[src/rtl/seq_detect_pkg.sv]
// Shared definitions for the serial pattern-detector controller.
//   - FSM state encoding (plain localparams, legacy-compatible)
//   - PAT_MAX : longest supported pattern
//   - match_cfg_t : configuration bundle handed to the matcher
//   - len_mask() : mask selecting the low 'len' bits of an 8-bit pattern
package seq_detect_pkg;

    localparam logic [1:0] ST_IDLE  = 2'b00;
    localparam logic [1:0] ST_ARMED = 2'b01;
    localparam logic [1:0] ST_SHIFT = 2'b10;

    localparam int PAT_MAX = 8;

    typedef struct packed {
        logic [7:0] pattern;
        logic [3:0] len;
        logic       overlap;
    } match_cfg_t;

    // Lengths of 8 and above select the whole pattern; lengths above 8 never
    // match anyway because the fill counter stops at 8.
    function automatic logic [7:0] len_mask(input logic [3:0] len);
        logic [7:0] m;
        if (len >= 4'd8) begin
            m = 8'hFF;
        end else begin
            m = (8'h01 << len) - 8'h01;
        end
        return m;
    endfunction

endpackage

[src/rtl/seq_pattern_matcher.sv]
// Mealy matcher for a serial bit stream.
//   clk, reset   : clock, asynchronous active-low reset
//   i_clear      : synchronous clear of history and fill (new run)
//   i_bit        : current serial bit
//   i_bit_valid  : i_bit is meaningful; state only advances when set
//   i_cfg        : latched pattern / length / overlap mode
//   o_z          : match pulse, combinational with i_bit
module seq_pattern_matcher
    import seq_detect_pkg::*;
(
    input  logic       clk,
    input  logic       reset,
    input  logic       i_clear,
    input  logic       i_bit,
    input  logic       i_bit_valid,
    input  match_cfg_t i_cfg,
    output logic       o_z
);

    logic [6:0] r_hist;
    logic [3:0] r_fill;
    logic [7:0] w_cand;
    logic [3:0] w_fill_next;
    logic [7:0] w_mask;

    // Candidate window, saturating fill count and masked compare.
    always_comb begin
        w_cand = {r_hist, i_bit};
        w_mask = len_mask(i_cfg.len);
        if (r_fill >= 4'(PAT_MAX)) begin
            w_fill_next = 4'(PAT_MAX);
        end else begin
            w_fill_next = r_fill + 4'd1;
        end
        if (i_bit_valid && (i_cfg.len != 4'd0) && (w_fill_next >= i_cfg.len) &&
            (((w_cand ^ i_cfg.pattern) & w_mask) == 8'h00)) begin
            o_z = 1'b1;
        end else begin
            o_z = 1'b0;
        end
    end

    // History shift; a non-overlapping match restarts the window from empty.
    always_ff @(posedge clk or negedge reset) begin
        if (!reset) begin
            r_hist <= 7'd0;
            r_fill <= 4'd0;
        end else if (i_clear) begin
            r_hist <= 7'd0;
            r_fill <= 4'd0;
        end else if (i_bit_valid) begin
            if (o_z && !i_cfg.overlap) begin
                r_hist <= 7'd0;
                r_fill <= 4'd0;
            end else begin
                r_hist <= w_cand[6:0];
                r_fill <= w_fill_next;
            end
        end
    end

endmodule

[src/rtl/seq_detect_ctrl.sv]
// Word-to-serial controller feeding a Mealy pattern matcher.
//   clk, reset          : clock, asynchronous active-low reset
//   start / stop        : arm from IDLE / return to IDLE at a word boundary
//   cfg_*               : pattern, length, overlap mode, irq threshold (latched at start)
//   in_valid/in_data/in_ready : word handshake, words serialised MSB-first
//   bit_out / bit_valid : serial stream, one bit per clock while shifting
//   z                   : match pulse, same cycle as the completing bit
//   match_count         : saturating match counter since start
//   busy                : block not idle
//   irq / irq_clr       : sticky threshold interrupt and its clear
module seq_detect_ctrl
    import seq_detect_pkg::*;
#(
    parameter int W     = 8,
    parameter int CNT_W = 8
) (
    input  logic             clk,
    input  logic             reset,
    input  logic             start,
    input  logic             stop,
    input  logic [7:0]       cfg_pattern,
    input  logic [3:0]       cfg_len,
    input  logic             cfg_overlap,
    input  logic [CNT_W-1:0] cfg_thresh,
    input  logic             in_valid,
    input  logic [W-1:0]     in_data,
    output logic             in_ready,
    output logic             bit_out,
    output logic             bit_valid,
    output logic             z,
    output logic [CNT_W-1:0] match_count,
    output logic             busy,
    output logic             irq,
    input  logic             irq_clr
);

    localparam int IDX_W = (W > 1) ? $clog2(W) : 1;

    logic [1:0]       r_state;
    logic [W-1:0]     r_word;
    logic [IDX_W-1:0] r_idx;
    logic             r_pend;
    match_cfg_t       r_cfg;
    logic [CNT_W-1:0] r_thresh;
    logic [CNT_W-1:0] r_count;
    logic             r_irq;

    logic             w_clear;
    logic             w_z;
    logic             w_irq_set;

    // Output decode from state; the word is shifted left so its MSB is the live bit.
    always_comb begin
        w_clear   = (r_state == ST_IDLE) && start;
        busy      = (r_state != ST_IDLE);
        bit_valid = (r_state == ST_SHIFT);
        bit_out   = bit_valid & r_word[W-1];
        if (r_state == ST_ARMED) begin
            in_ready = ~r_pend;
        end else begin
            in_ready = 1'b0;
        end
        z           = w_z;
        match_count = r_count;
        irq         = r_irq;
    end

    seq_pattern_matcher u_matcher (
        .clk         (clk),
        .reset       (reset),
        .i_clear     (w_clear),
        .i_bit       (bit_out),
        .i_bit_valid (bit_valid),
        .i_cfg       (r_cfg),
        .o_z         (w_z)
    );

    // Control FSM and serialiser; a pending stop only takes effect between words.
    always_ff @(posedge clk or negedge reset) begin
        if (!reset) begin
            r_state  <= ST_IDLE;
            r_word   <= {W{1'b0}};
            r_idx    <= {IDX_W{1'b0}};
            r_pend   <= 1'b0;
            r_cfg    <= '0;
            r_thresh <= {CNT_W{1'b0}};
        end else begin
            case (r_state)
                ST_IDLE: begin
                    if (start) begin
                        r_cfg.pattern <= cfg_pattern;
                        r_cfg.len     <= cfg_len;
                        r_cfg.overlap <= cfg_overlap;
                        r_thresh      <= cfg_thresh;
                        r_pend        <= 1'b0;
                        r_state       <= ST_ARMED;
                    end
                end
                ST_ARMED: begin
                    if (r_pend) begin
                        r_pend  <= 1'b0;
                        r_state <= ST_IDLE;
                    end else begin
                        r_pend <= stop;
                        if (in_valid) begin
                            r_word  <= in_data;
                            r_idx   <= IDX_W'(W - 1);
                            r_state <= ST_SHIFT;
                        end
                    end
                end
                ST_SHIFT: begin
                    r_word <= {r_word[W-2:0], 1'b0};
                    if (r_idx == {IDX_W{1'b0}}) begin
                        r_pend <= 1'b0;
                        if (r_pend || stop) begin
                            r_state <= ST_IDLE;
                        end else begin
                            r_state <= ST_ARMED;
                        end
                    end else begin
                        r_idx  <= r_idx - IDX_W'(1);
                        r_pend <= r_pend | stop;
                    end
                end
                default: begin
                    r_state <= ST_IDLE;
                    r_pend  <= 1'b0;
                end
            endcase
        end
    end

    // irq fires only on the increment that lands exactly on the threshold.
    always_comb begin
        if (w_z && !(&r_count) && (r_thresh != {CNT_W{1'b0}}) &&
            ((r_count + CNT_W'(1)) == r_thresh)) begin
            w_irq_set = 1'b1;
        end else begin
            w_irq_set = 1'b0;
        end
    end

    // Saturating match counter and sticky irq (set beats clear).
    always_ff @(posedge clk or negedge reset) begin
        if (!reset) begin
            r_count <= {CNT_W{1'b0}};
            r_irq   <= 1'b0;
        end else begin
            if (w_clear) begin
                r_count <= {CNT_W{1'b0}};
            end else if (w_z && !(&r_count)) begin
                r_count <= r_count + CNT_W'(1);
            end
            r_irq <= w_irq_set | (r_irq & ~irq_clr);
        end
    end

endmodule

[config.mk]
export PLATFORM = sky130hd
export DESIGN_NAME = seq_detect_ctrl
export DESIGN_NICKNAME = d
export VERILOG_FILES = /design/src/rtl/seq_detect_pkg.sv /design/src/rtl/seq_pattern_matcher.sv /design/src/rtl/seq_detect_ctrl.sv
export SDC_FILE = /design/constraint.sdc
export NUM_CORES = 1
export LEC_CHECK = 0
export CORE_ASPECT_RATIO = 0.7
export CORE_MARGIN = 1
export CORE_UTILIZATION = 50
export DETAILED_ROUTE_END_ITERATION = 8
export PLACE_DENSITY = 0.76
export SYNTH_ARGS = -nofsm -noshare
export SYNTH_HDL_FRONTEND = slang
export SYNTH_SLANG_ARGS = --single-unit
[constraint.sdc]
create_clock -name clk -period 6.1 [get_ports clk]
set_input_delay 1.22 -clock clk [delete_from_list [all_inputs] [get_ports clk]]
set_output_delay 1.22 -clock clk [all_outputs]
set_load 0.05 [all_outputs]
* Word-level counts from Yosys, hierarchy flattened
Cells that the tools add are included.
** Operators by class
- Reduce and logical (&&, ||, !) cells :: 25
- Shift-type cells :: 1
- Bitwise operators :: 8
- Multiplexer cells :: 30
- Eq/ne operators :: 9
- Order comparisons :: 3
- Add/sub/neg operators :: 4
** Operator list (number)
- $mux 8 :: 5
- $mux 7 :: 3
- $mux 4 :: 4
- $pmux 8 s2 :: 1
- $ne 2x2->1 const B :: 5
- $mux 3 :: 3
- $add 8x1->8 const B :: 1
- $and 8x8->8 :: 1
- $eq 8x8->1 :: 1
- $ge 4x4->1 const B :: 2
- $logic_and 1x1->1 :: 8
- $logic_not 8->1 :: 1
- $mux 2 :: 4
- $reduce_and 8->1 :: 1
- $reduce_bool 2->1 :: 4
- $reduce_bool 8->1 :: 1
- $shl 1x4->8 const A :: 1
- $sub 8x1->8 const B :: 1
- $xor 8x8->8 :: 1
- $mux 1 :: 7
- $pmux 2 s3 :: 1
- $pmux 3 s2 :: 1
- $reduce_and 3->1 :: 2
- $add 4x1->4 const B :: 1
- 16 further kinds :: 20
** Word-level totals
- Input bits :: 35
- Output and inout bits :: 14
- Bits in registers :: 55
- Logic and storage cells :: 92

* Depth between registers and ports, before layout
- Depth in word-level cells :: 12
- Mapped depth :: 11
- Gate-level depth less buffers :: 10

* Hierarchy
A second synthesis with hierarchy kept.
** Second synthesis, totals
- Cells, all modules :: 293
- Area total of the unflattened synthesis :: 3155.5 sq um
** Modules (own cells, without submodules)
- seq_detect_ctrl :: sequential area each 1101.1 sq um, area each 2183.3 sq um, cells each 197, instances 1
- seq_pattern_matcher :: sequential area each 275.3 sq um, area each 972.2 sq um, cells each 96, instances 1

* Worst setup path before layout
OpenSTA, ideal clock, no wires.
- Path kind :: register to output
- Start point :: reg r_cfg[4] in the netlist's numbering
- End point :: out z
- Arrival time :: 2.247 ns
- Data required time :: 4.880 ns
- Path buffers :: 1
- Path slack :: 2.633 ns
- Cell stages (with the launch flop) :: 9
- Cell sequence :: dfrtp_1 > or4_1 > ha_1 > nand2b_1 > a222oi_1 > o311ai_1 > nand4bb_1 > buf_4 > inv_2
** Between the ends
- Word-level cells in the longest chain between the ends :: 7
- Elaborated cells between the ends (all ways) :: 12
- Classes of those cells :: 1 x add/sub; 2 x order compare; 1 x shift; 2 x mux; 1 x bitwise; 5 x reduce/logical
** Ends and longest elaborated chain
- start: declaration :: line seq_detect_ctrl.sv:43 : match_cfg_t r_cfg;
- $shl 1x4->8 :: line seq_detect_pkg.sv:27 : m = (8'h01 << len) - 8'h01;
- $sub 8x1->8 :: line seq_detect_pkg.sv:27
- $mux 8 :: line seq_detect_pkg.sv:24 : if (len >= 4'd8) begin
- $and 8x8->8 :: line seq_pattern_matcher.sv:36 : (((w_cand ^ i_cfg.pattern) & w_mask) == 8'h00)) begin
- $logic_not 8->1 :: line seq_pattern_matcher.sv:36
- $logic_and 1x1->1 (*) :: line seq_pattern_matcher.sv:35 : if (i_bit_valid && (i_cfg.len != 4'd0) && (w_fill_next >= i_cfg.len) &&
- $mux 1 (*) :: line seq_pattern_matcher.sv:35
- end: declaration :: line seq_detect_ctrl.sv:30 : output logic z,
Mark *: on every way between the ends. The rest lies on a longest branch, timed or not.

* Worst setup path after layout
Ends and elaborated chain as after synthesis.

==> results.ini <==
[setup_path]
rr_endpoint=match_count[5]
required_ns=4.88
critPathKind=register to output port
crit_buf_inv=3
cp_max_fo=20
crit_cells=9
cp_slowest_cell=clkdlybuf4s50_1
slowest_delay_ns=0.82
reg2reg_depth=9
cp-start-kind=register
r2r_start=r_cfg[4]
crit_start=r_cfg[4]
path_cells=or4_1 > ha_1 > nand2b_1 > a222oi_1 > o311ai_1 > nand4bb_1 > buf_4 > inv_2 > clkdlybuf4s50_1
cp_data_arrival_time_ns=3.51
critPathCapture=z
end_kind=output port
r2r_setup_slack_ns=3.16
critPathTopFamily=buffers and inverters

[timing]
tns_ns=0
tightest_slew_ns=0.748
setup_violations=0
period_share_pct=77.5
max_freq_mhz=212
post-route-min-period_ns=4.73
slew_headroom_pct=50.0
slew_violations=0
rsz0062_at_grt=no
hold_violations=0
fin_ws_ns=1.37
fin_skew_ns=0.00549

[global_routing]
grt_pass1_wl_um=11500
grt_max_degree=56
antenna_found_initial=0
grt_pass1_vias=2299
grt_overflow_total=0
grt_usage_pct=23.5

[clocking]
cts_resized=0
clockBufferDepth=2
clock-sinks=55
holdBufCountCts=0
worst_skew_pair.late_latency_ns=0.32
numCtsBuffers=5
cts-root-buf=clkbuf_8
cts_tree=yes
cts_max_level=2
cts_setup_buffers=0
path_clk_slew_ns=0.10

[finish]
nets=441
insertedDiodeCount=0
drive_above_1_share_pct=4.58
syn2layout_area_growth_pct=20.2
fin_util_pct=63.7

[floorplanning]
placementRows=23
start_util_pct=52.9
dieWidth_um=96.2
die_area_um2=6540
ios=49
core_area_um2=5870
die_h_um=68.0

[logic_synthesis]
synth.distinct_cells=48
synth-simple-area-share_pct=21.9
synthCells=351
muxShareOfSynthArea_pct=3.26
synth_area_um2=3110
synth-seq-area-share_pct=44.3
async_flop_share_pct=100
avgSynthCellArea_um2=8.85
synth_top_family_by_area=simple AND/OR/NAND/NOR gates
synth_xor_area_share_pct=5.64
synth_compound_area_share_pct=14.9
synth_edf_count=0
ys_seq_elements=55
synthFlopType=dfrtp_1
synth_fa_ha_area_share_pct=5.64
synthesis.nets=400
yosys_warnings=0

[job]
maxCapViolations=0

[power_and_ir_drop]
vdd_drop_max_uv=189
p_leak_nw=1.68
p_per_area_nw_per_um2=385

[detailed_routing]
drc_errors=0
dr.pass1.iters=4
dr.first_iter.drc_count=263
vias=2574
vias_per_cell=5.50
ant_nets=0
drt-total-wl_um=7120
route.detailed.wl_per_inst_um=15.2

[status]
status=finished clean

[place]
dp_hpwl_um=5110
io_buffers=48
pre_cts_ws_ns=1.76
gp_congestion=0.878

[min_path]
hold_class=register to register

-- logic make-up after synthesis --
logic type | after synthesis
and+or+nand+nor | 142
muxes | 10
DFF | 55
AOI/OAI and AO/OA | 75
adders and majority gates | 14
xor gates and xnor gates | 20
buffers and inverters | 35
-- worst register-to-register path, stage by stage, from the launching register on --
cell and delay, ns:
dfrtp_1 0.45, or4_1 0.55, ha_1 0.30, nand2b_1 0.06, a222oi_1 0.27, o311ai_1 0.16, nand4bb_1 0.19, buf_4 0.21
or4_1 0.52, a21oi_1 0.14
-- final cells by class --
type	count	area (um2)
clock buffers	6	82.6
clock inverters	2	20.0
fillers	513	2130
inverters	17	63.8
multi-input cells	261	1600
flip-flops and latches	55	1380
well taps	75	93.8
repair buffers	52	505
-- registers in the layout, summed over array words and instances, names as in the netlist --
| name | count |
|---|---|
| r_cfg | 13 |
| r_word | 8 |
| r_state | 2 |
| u_matcher.r_hist | 7 |
| r_pend | 1 |
| u_matcher.r_fill | 4 |
| irq | 1 |
| r_idx | 3 |
| match_count | 8 |
| r_thresh | 8 |
-- layer usage --
layer  up-vias  share of wire, %  GRT usage, %
met5         -                 0             0
met4         0              0.58          5.41
met3         5               5.9          4.78
met2        74                40          32.0
met1      1209                54          37.4
li1       1286                 -             -
-- cells in the final DEF, fill, tap and decap left out, types with 4 or more instances in the layout --
cell type	n
nand3_1	6
clkbuf_8	6
o21ai_0	17
nor2_1	17
and3_1	5
mux2i_1	9
o31ai_1	4
clkdlybuf4s50_1	47
nand2b_1	15
inv_1	16
nand2_1	69
buf_4	4
xnor2_1	8
and2_1	4
a21oi_1	28
ha_1	14
nor3_1	5
xor2_1	12
nor2b_1	4
o211ai_1	9
dfrtp_1	55
-- worst min-delay path by stage --
| stage | startpoint | endpoint | slack (ns) | cells after the start |
|---|---|---|---|---|
| 2_1_floorplan | r_word[0] | r_word[0] | 0.45 | 2 |
| 3_3_place_gp | r_word[0] | r_word[0] | 0.48 | 2 |
| 3_5_place_dp | r_word[0] | r_word[0] | 0.49 | 2 |
| 4_1_cts | r_cfg[10] | r_cfg[10] | 0.51 | 2 |
| 5_1_grt | r_cfg[5] | r_cfg[5] | 0.52 | 2 |
| 6_report | r_cfg[10] | r_cfg[10] | 0.51 | 2 |
-- where the power goes --
group	internal [W]	total (W)	switching, W
registers	0.000478	0.000600	0.000122
clock network	0.0000959	0.000224	0.000128
logic	0.000252	0.000613	0.000361
total	0.000825	0.00144	0.000612
-- stage by stage --
step                      hold WS [ns]  cells  power, W  area, um2
after floorplan                  0.450    351   0.00104       3110
after global placement           0.476    460   0.00120       3630
after detailed placement         0.488    460   0.00121       3630
after CTS                        0.513    468   0.00144       3740
after global routing             0.523    468   0.00155       3740
final                            0.506    468   0.00144       3740
-- cells in the mapped netlist, drive strengths merged, types with 2 or more instances --
master	count	area (um2)
nor2	17	63.8
inv	17	63.8
nand4	3	18.8
a22oi	2	15.0
o21ai	17	85.1
and3	5	31.3
nand3b	2	15.0
buf	3	16.3
a21oi	28	140
a31oi	2	12.5
nand3	6	30.0
or4	3	22.5
and2	4	25.0
nand2	69	259
nor4	2	12.5
a31o	2	17.5
o41ai	2	17.5
mux2i	9	90.1
o211ai	9	67.6
xor2	12	105
xnor2	8	70.1
clkbuf	15	56.3
ha	14	175
o31ai	4	30.0
nand2b	15	93.8
nor3	5	25.0
dfrtp	55	1380
nor2b	4	25.0
Note: power is estimated with default switching activity, not from simulation.
